## src/rtl/card_blitter_pkg.sv

```systemverilog
// card_blitter shared types and constants.
// Sprite geometry, framebuffer size and the blitter FSM state type.
package card_blitter_pkg;

    localparam int ROM_ADDR_WIDTH = 15;
    localparam int FB_ADDR_WIDTH  = 17;
    localparam int FB_WIDTH       = 320;
    localparam int FB_HEIGHT      = 240;
    localparam int SPR_W          = 32;
    localparam int SPR_H          = 48;
    localparam int COL_W          = $clog2(SPR_W);
    localparam int ROW_W          = $clog2(SPR_H);
    localparam int CRD_W          = 11;

    typedef logic [ROM_ADDR_WIDTH-1:0] rom_addr_t;
    typedef logic [FB_ADDR_WIDTH-1:0]  fb_addr_t;
    typedef logic [CRD_W-1:0]          coord_t;

    typedef enum logic [1:0] {
        IDLE,
        RUN,
        DRAIN,
        DONE
    } blit_state_t;

    // Linear framebuffer address, modulo 2^FB_ADDR_WIDTH.
    // Only used once per blit, to seed the row base.
    function automatic fb_addr_t fb_lin(input logic [9:0] x,
                                        input logic [9:0] y);
        return fb_addr_t'(y) * fb_addr_t'(FB_WIDTH) + fb_addr_t'(x);
    endfunction

endpackage

```

## src/rtl/card_blitter_if.sv

```systemverilog
// card_blitter bus bundle.
// Controller request/status, ROM read port and framebuffer write port.
interface card_blitter_if;
    import card_blitter_pkg::*;

    logic        start;
    logic [9:0]  x0;
    logic [9:0]  y0;
    rom_addr_t   src_base;
    logic        transparent;
    logic        busy;
    logic        done;
    rom_addr_t   rom_addr;
    logic        rom_dout;
    logic        fb_we;
    fb_addr_t    fb_addr;
    logic        fb_din;

    modport master (
        output start, x0, y0, src_base, transparent, rom_dout,
        input  busy, done, rom_addr, fb_we, fb_addr, fb_din
    );

    modport slave (
        input  start, x0, y0, src_base, transparent, rom_dout,
        output busy, done, rom_addr, fb_we, fb_addr, fb_din
    );

endinterface

```

## src/rtl/blit_addr_gen.sv

```systemverilog
// Sprite walk: col/row counters, ROM address and framebuffer address.
// Row base advances by FB_WIDTH per row, so no per-pixel multiply.
module blit_addr_gen
    import card_blitter_pkg::*;
(
    input  logic             clk,
    input  logic             reset_n,
    input  logic             load,
    input  logic             advance,
    input  rom_addr_t        src_base,
    input  logic [9:0]       x0,
    input  logic [9:0]       y0,
    output rom_addr_t        rom_addr,
    output logic [COL_W-1:0] col,
    output logic [ROW_W-1:0] row,
    output fb_addr_t         fb_cur,
    output logic             last
);

    fb_addr_t row_base;
    logic     col_end;

    assign col_end = (col == COL_W'(SPR_W - 1));
    assign last    = col_end && (row == ROW_W'(SPR_H - 1));
    assign fb_cur  = row_base + fb_addr_t'(col);

    // Seed on accept, then step one pixel per RUN cycle until the last.
    always_ff @(posedge clk or negedge reset_n) begin
        if (!reset_n) begin
            rom_addr <= '0;
            col      <= '0;
            row      <= '0;
            row_base <= '0;
        end else if (load) begin
            rom_addr <= src_base;
            col      <= '0;
            row      <= '0;
            row_base <= fb_lin(x0, y0);
        end else if (advance && !last) begin
            rom_addr <= rom_addr + rom_addr_t'(1);
            col      <= col + COL_W'(1);
            if (col_end) begin
                row      <= row + ROW_W'(1);
                row_base <= row_base + fb_addr_t'(FB_WIDTH);
            end
        end
    end

endmodule

```

## src/rtl/card_blitter.sv

```systemverilog
// 1-bit sprite blitter: bitmap ROM -> framebuffer RAM write port.
// FSM plus two pipeline stages matching the registered ROM read.
module card_blitter
    import card_blitter_pkg::*;
(
    input  logic           clk,
    input  logic           reset_n,
    card_blitter_if.slave  bus
);

    blit_state_t      state;
    logic [9:0]       x0_q;
    logic [9:0]       y0_q;
    logic             tr_q;
    logic             accept;
    logic             running;
    logic [COL_W-1:0] col;
    logic [ROW_W-1:0] row;
    fb_addr_t         fb_cur;
    logic             last;

    logic             p_valid;
    coord_t           px;
    coord_t           py;
    fb_addr_t         p_fbaddr;
    logic             wr;

    assign accept  = (state == IDLE) && bus.start;
    assign running = (state == RUN);

    blit_addr_gen u_addr_gen (
        .clk      (clk),
        .reset_n  (reset_n),
        .load     (accept),
        .advance  (running),
        .src_base (bus.src_base),
        .x0       (bus.x0),
        .y0       (bus.y0),
        .rom_addr (bus.rom_addr),
        .col      (col),
        .row      (row),
        .fb_cur   (fb_cur),
        .last     (last)
    );

    // Control FSM: accept, walk, drain pipeline, pulse done.
    always_ff @(posedge clk or negedge reset_n) begin
        if (!reset_n) begin
            state    <= IDLE;
            bus.busy <= 1'b0;
            bus.done <= 1'b0;
            x0_q     <= '0;
            y0_q     <= '0;
            tr_q     <= 1'b0;
        end else begin
            unique case (state)
                IDLE: begin
                    if (bus.start) begin
                        x0_q     <= bus.x0;
                        y0_q     <= bus.y0;
                        tr_q     <= bus.transparent;
                        bus.busy <= 1'b1;
                        state    <= RUN;
                    end
                end
                RUN: begin
                    if (last) state <= DRAIN;
                end
                DRAIN: begin
                    if (!p_valid) begin
                        bus.done <= 1'b1;
                        state    <= DONE;
                    end
                end
                DONE: begin
                    bus.done <= 1'b0;
                    bus.busy <= 1'b0;
                    state    <= IDLE;
                end
                default: state <= IDLE;
            endcase
        end
    end

    // Clip against the screen and apply transparency on the ROM bit.
    assign wr = p_valid
              && (px < coord_t'(FB_WIDTH))
              && (py < coord_t'(FB_HEIGHT))
              && (bus.rom_dout || !tr_q);

    // Stage 1 tracks the ROM read; stage 2 issues the framebuffer write.
    always_ff @(posedge clk or negedge reset_n) begin
        if (!reset_n) begin
            p_valid     <= 1'b0;
            px          <= '0;
            py          <= '0;
            p_fbaddr    <= '0;
            bus.fb_we   <= 1'b0;
            bus.fb_addr <= '0;
            bus.fb_din  <= 1'b0;
        end else begin
            p_valid    <= running;
            px         <= coord_t'(x0_q) + coord_t'(col);
            py         <= coord_t'(y0_q) + coord_t'(row);
            p_fbaddr   <= fb_cur;
            bus.fb_we  <= wr;
            bus.fb_din <= bus.rom_dout;
            if (wr) bus.fb_addr <= p_fbaddr;
        end
    end

endmodule

```

## src/flat_wrapper.sv

```systemverilog
// flat-port wrapper written by rule: the top's interface ports become plain ports
module card_blitter_flat import card_blitter_pkg::*;
  (clk, reset_n, bus_start, bus_x0, bus_y0, bus_src_base, bus_transparent, bus_rom_dout, bus_busy, bus_done, bus_rom_addr, bus_fb_we, bus_fb_addr, bus_fb_din);
  card_blitter_if bus_i ();
  input  logic clk;
  input  logic reset_n;
  input wire logic [$bits(bus_i.start)-1:0] bus_start;
  input wire logic [$bits(bus_i.x0)-1:0] bus_x0;
  input wire logic [$bits(bus_i.y0)-1:0] bus_y0;
  input wire logic [$bits(bus_i.src_base)-1:0] bus_src_base;
  input wire logic [$bits(bus_i.transparent)-1:0] bus_transparent;
  input wire logic [$bits(bus_i.rom_dout)-1:0] bus_rom_dout;
  output wire logic [$bits(bus_i.busy)-1:0] bus_busy;
  output wire logic [$bits(bus_i.done)-1:0] bus_done;
  output wire logic [$bits(bus_i.rom_addr)-1:0] bus_rom_addr;
  output wire logic [$bits(bus_i.fb_we)-1:0] bus_fb_we;
  output wire logic [$bits(bus_i.fb_addr)-1:0] bus_fb_addr;
  output wire logic [$bits(bus_i.fb_din)-1:0] bus_fb_din;
  assign bus_i.start = bus_start;
  assign bus_i.x0 = bus_x0;
  assign bus_i.y0 = bus_y0;
  assign bus_i.src_base = bus_src_base;
  assign bus_i.transparent = bus_transparent;
  assign bus_i.rom_dout = bus_rom_dout;
  assign bus_busy = bus_i.busy;
  assign bus_done = bus_i.done;
  assign bus_rom_addr = bus_i.rom_addr;
  assign bus_fb_we = bus_i.fb_we;
  assign bus_fb_addr = bus_i.fb_addr;
  assign bus_fb_din = bus_i.fb_din;
  card_blitter u_core (.clk(clk), .reset_n(reset_n), .bus(bus_i));
endmodule
```

## config.mk

```make
export PLATFORM = sky130hd
export DESIGN_NAME = card_blitter_flat
export DESIGN_NICKNAME = d
export VERILOG_FILES = /design/src/rtl/card_blitter_pkg.sv /design/src/rtl/card_blitter_if.sv /design/src/rtl/blit_addr_gen.sv /design/src/rtl/card_blitter.sv /design/src/flat_wrapper.sv
export SDC_FILE = /design/constraint.sdc
export NUM_CORES = 1
export LEC_CHECK = 0
export ABC_AREA = 1
export CORE_ASPECT_RATIO = 1.75
export CORE_MARGIN = 4
export CORE_UTILIZATION = 51
export DETAILED_ROUTE_END_ITERATION = 10
export GPL_ROUTABILITY_DRIVEN = 0
export HOLD_SLACK_MARGIN = 0.03
export PLACE_DENSITY_LB_ADDON = 0.25
export SLEW_MARGIN = 20
export SYNTH_ARGS = -nofsm -noshare
export SYNTH_HDL_FRONTEND = slang
export SYNTH_SLANG_ARGS = --single-unit
```

## constraint.sdc

```tcl
create_clock -name clk -period 1.85 [get_ports clk]
set_input_delay 0.37 -clock clk [delete_from_list [all_inputs] [get_ports clk]]
set_output_delay 0.37 -clock clk [all_outputs]
set_load 0.03 [all_outputs]
```

==> impl_results.md <==
- Most common cell in the synthesized netlist: nand2_1
- CTS tree: done
- First-pass GRT wire length: 27200 um
- Die height: 157 um
- Crit path kind: flop to flop
- Die ar.: 0.0145 sq mm
- Pre-antenna DRT Iters: 5
- Initial antenna violation count: 0
- Pwr Total: 0.0144 W
- Dominant synthesized flop cell: dfrtp_1
- Required time worst endpoint: 2130 ps
- DR DRC count: 0
- Post-Synthesis Net Count: 868
- Maximum Capacitance Violations: 0
- Syn Area/Cell: 8.23 sq um
- Final non-filler cell total: 1135
- Reg clk slew, reported paths: 60 ps
- Clock Sinks: 117
- Die width: 92.9 um
- Antenna cells: 0
- PnR worst setup slack: -189 ps
- FFs w/ async S/R, synth: 100%
- Placed Instances: 1079
- Maximum vdd ir drop: 0.826 mV
- Worst EP arrival: 2320 ps
- Worst setup SP type: flop
- WL/cell: 16.7 um
- Relative slew slack: 64.9%
- Dpl hpwl: 11900 um
- Root Driver: clkbuf_16
- Ys Warns: 0
- Mapped Cells: 782
- I/O pin cnt: 76
- FF-to-FF End: u_core.u_addr_gen.row_base[13]$_DFFE_PN0P_
- Final critical-path share of the clock period: 110%
- Maximum clock insertion buffer count: 2
- Via/cell ratio: 5.42
- Gr ovfl total: 0
- GRT Overall Usage: 23.6%
- Layout cell share with drive strength beyond 1: 25.5%
- Tmin final: 2040 ps
- Yosys reg bits: 117
- Worst hold margin: 276 ps
- Violated checks: negative setup slack
- R2R cell count: 15
- Vias: 6153
- Clock Latency Late Sink: 410 ps
- Clock skew: 7.88 ps
- Crit path capture type: flop
- H-Tree Level Count: 4
- DRT iter0 DRCs: 332
- EDFF count, synth: 0
- Unrepaired setup endpoints after global routing: yes
- CP Launch Point: u_core.u_addr_gen.col[0]$_DFFE_PN0P_
- Post-synthesis sequential area ratio: 45.5%
- Max Transition Viols Final: 0
- Outcome: finished with violations
- Area leader, netlist: dfrtp_1
- Nets: 1040
- Largest net degree at the start of global routing: 48
- LEAKAGE: 4.54 nW
- Starting Density: 51.7%
- Hold Path Class: input pin to flop
- Yosys cell types: 44
- Fmax: 490 MHz
- Setup slack, reg-to-reg: -190 ps
- Antenna Violating Nets Remaining: 0
- CP Capture Point: u_core.u_addr_gen.row_base[13]$_DFFE_PN0P_
- Port Buffers: 75
- Launching point of the worst reg2reg path: u_core.u_addr_gen.col[0]$_DFFE_PN0P_
- Multi-input logic area: 0.00368 sq mm
- Syn Std Cell Area: 0.00643 sq mm
- P&R area growth vs syn: 45.9%
- Routed WL: 19000 um
- Filler cells: 836
- CP max FO: 5
- Final hold vios: 0
- CTS buffer count: 17
- Sequential standard cell area: 0.00293 sq mm
- # rows: 54
- Dominant cells by area after synthesis: dfrtp_1 46%, nand2_1 14%, ha_1 8.4%, inv_1 4.3%, xor2_1 3.9%
- Top cells by count, synth: 242 x nand2_1, 117 x dfrtp_1, 73 x inv_1, 51 x nor2_1, 45 x nand3_1
- Post-synth top area share: 45.5%
- Worst-Margin Slew: 523 ps
- Power per standard cell area: 1530 mW/mm^2
- # setup viols final: 33
- Core area: 0.0124 sq mm
- Vias in the first global route: 5914
cells in the final DEF (no fill, tap or decap), types with 7 or more instances in the layout:
master	count
nand2_1	224
dfrtp_1	113
inv_1	70
buf_4	70
clkdlybuf4s50_1	45
nand3_1	39
nor2_1	38
xor2_1	28
o21ai_0	26
a21oi_1	22
ha_1	21
ha_4	20
nand2_2	19
clkbuf_16	19
dlygate4sd2_1	18
buf_6	16
o21ai_1	14
nand4_1	13
nor3_1	12
a21oi_2	9
nor2_2	9
xnor2_1	8
o21ai_2	8
o211ai_1	7
buf_12	7
metal layers:
layer | vias to the layer above | global-route usage, % | part of all wire (%)
met5 | - | 0 | 0
met4 | 0 | 12.8 | 5.6
met3 | 78 | 3.80 | 4.1
met2 | 210 | 42.8 | 55
met1 | 2965 | 25.9 | 35
li1 | 2900 | - | -
area by class of cell:
cell class | count | share of cell area [%]
Clock inverter | 13 | 1.67
Sequential cell | 117 | 31.2
Clock buffer | 19 | 4.72
Inverter | 80 | 3.47
Tap cell | 168 | 2.24
Multi-Input combinational cell | 567 | 39.3
Timing Repair Buffer | 171 | 17.4
power by group:
group	internal [W]	switching, W	total, W
registers	0.00364	0.000801	0.00444
logic	0.00281	0.00383	0.00664
clock network	0.00215	0.00118	0.00332
worst min-delay path by stage:
stage / cells past startpoint / end / startpoint / slack, ps
after floorplan: 0 / u_core.bus.busy$_DFFE_PN0P_ / reset_n / 70
after global placement: 1 / u_core.bus.fb_addr[0]$_DFFE_PN0P_ / reset_n / 340
after detailed placement: 1 / u_core.bus.fb_addr[0]$_DFFE_PN0P_ / reset_n / 350
after CTS: 3 / u_core.y0_q[2]$_DFFE_PN0P_ / bus_y0[2] / 260
after global routing: 3 / u_core.y0_q[2]$_DFFE_PN0P_ / bus_y0[2] / 290
final: 3 / u_core.y0_q[2]$_DFFE_PN0P_ / bus_y0[2] / 280
sequential cells by signal, summed over array words and instances (netlist names), 6 cells and up:
| name | flops |
|---|---|
| u_core.py | 7 |
| u_core.bus.fb_addr | 17 |
| u_core.p_fbaddr | 17 |
| u_core.u_addr_gen.row_base | 17 |
| u_core.y0_q | 10 |
| u_core.u_addr_gen.row | 6 |
| u_core.u_addr_gen.rom_addr | 15 |
| u_core.x0_q | 10 |
through the flow:
step / util (%) / setup WS, ps / area (sq um) / setup TNS (ps)
after floorplan: - / -353 / 6470 / -1400
after global routing: 75.5 / -299 / 9390 / -5890
after global placement: 63.9 / -921 / 7940 / -8440
final: 75.5 / -189 / 9390 / -2640
after CTS: 71.1 / -164 / 8830 / -881
after detailed placement: 63.9 / -981 / 7940 / -10440
cells by family (layout without fill, tap and decap cells):
kind of cell               after synthesis  count (layout)  share of synthesized area (%)
adders and majority gates               46              46                           9.30
DFF                                    117             117                           45.5
buffers and inverters                   99             283                           6.26
and+or+nand+nor                        377             378                           24.5
AOI/OAI and AO/OA                      106             106                           9.43
xor gates and xnor gates                37              37                           5.04
critical path, stage by stage (launching register included):
cell and delay [ps]:
dfrtp_1 380, buf_6 120, ha_4 130, nand2_2 60, nor2_2 90, ha_2 190, nand4_1 130, nand2_2 140
inv_2 70, nand2_4 90, nand2_8 80, buf_12 150, o21ai_0 80, inv_1 70, nand2_1 60, o21ai_1 60
timing repair:
action,4_1_cts,5_1_grt
buffers inserted,11,9
resized for setup,86,106
hold endpoints to repair,29,0
cloned,0,4
hold buffers,1,0
setup endpoints to repair,60,51
pin swaps,24,20
No activity file was read; power rests on OpenSTA's default activity.
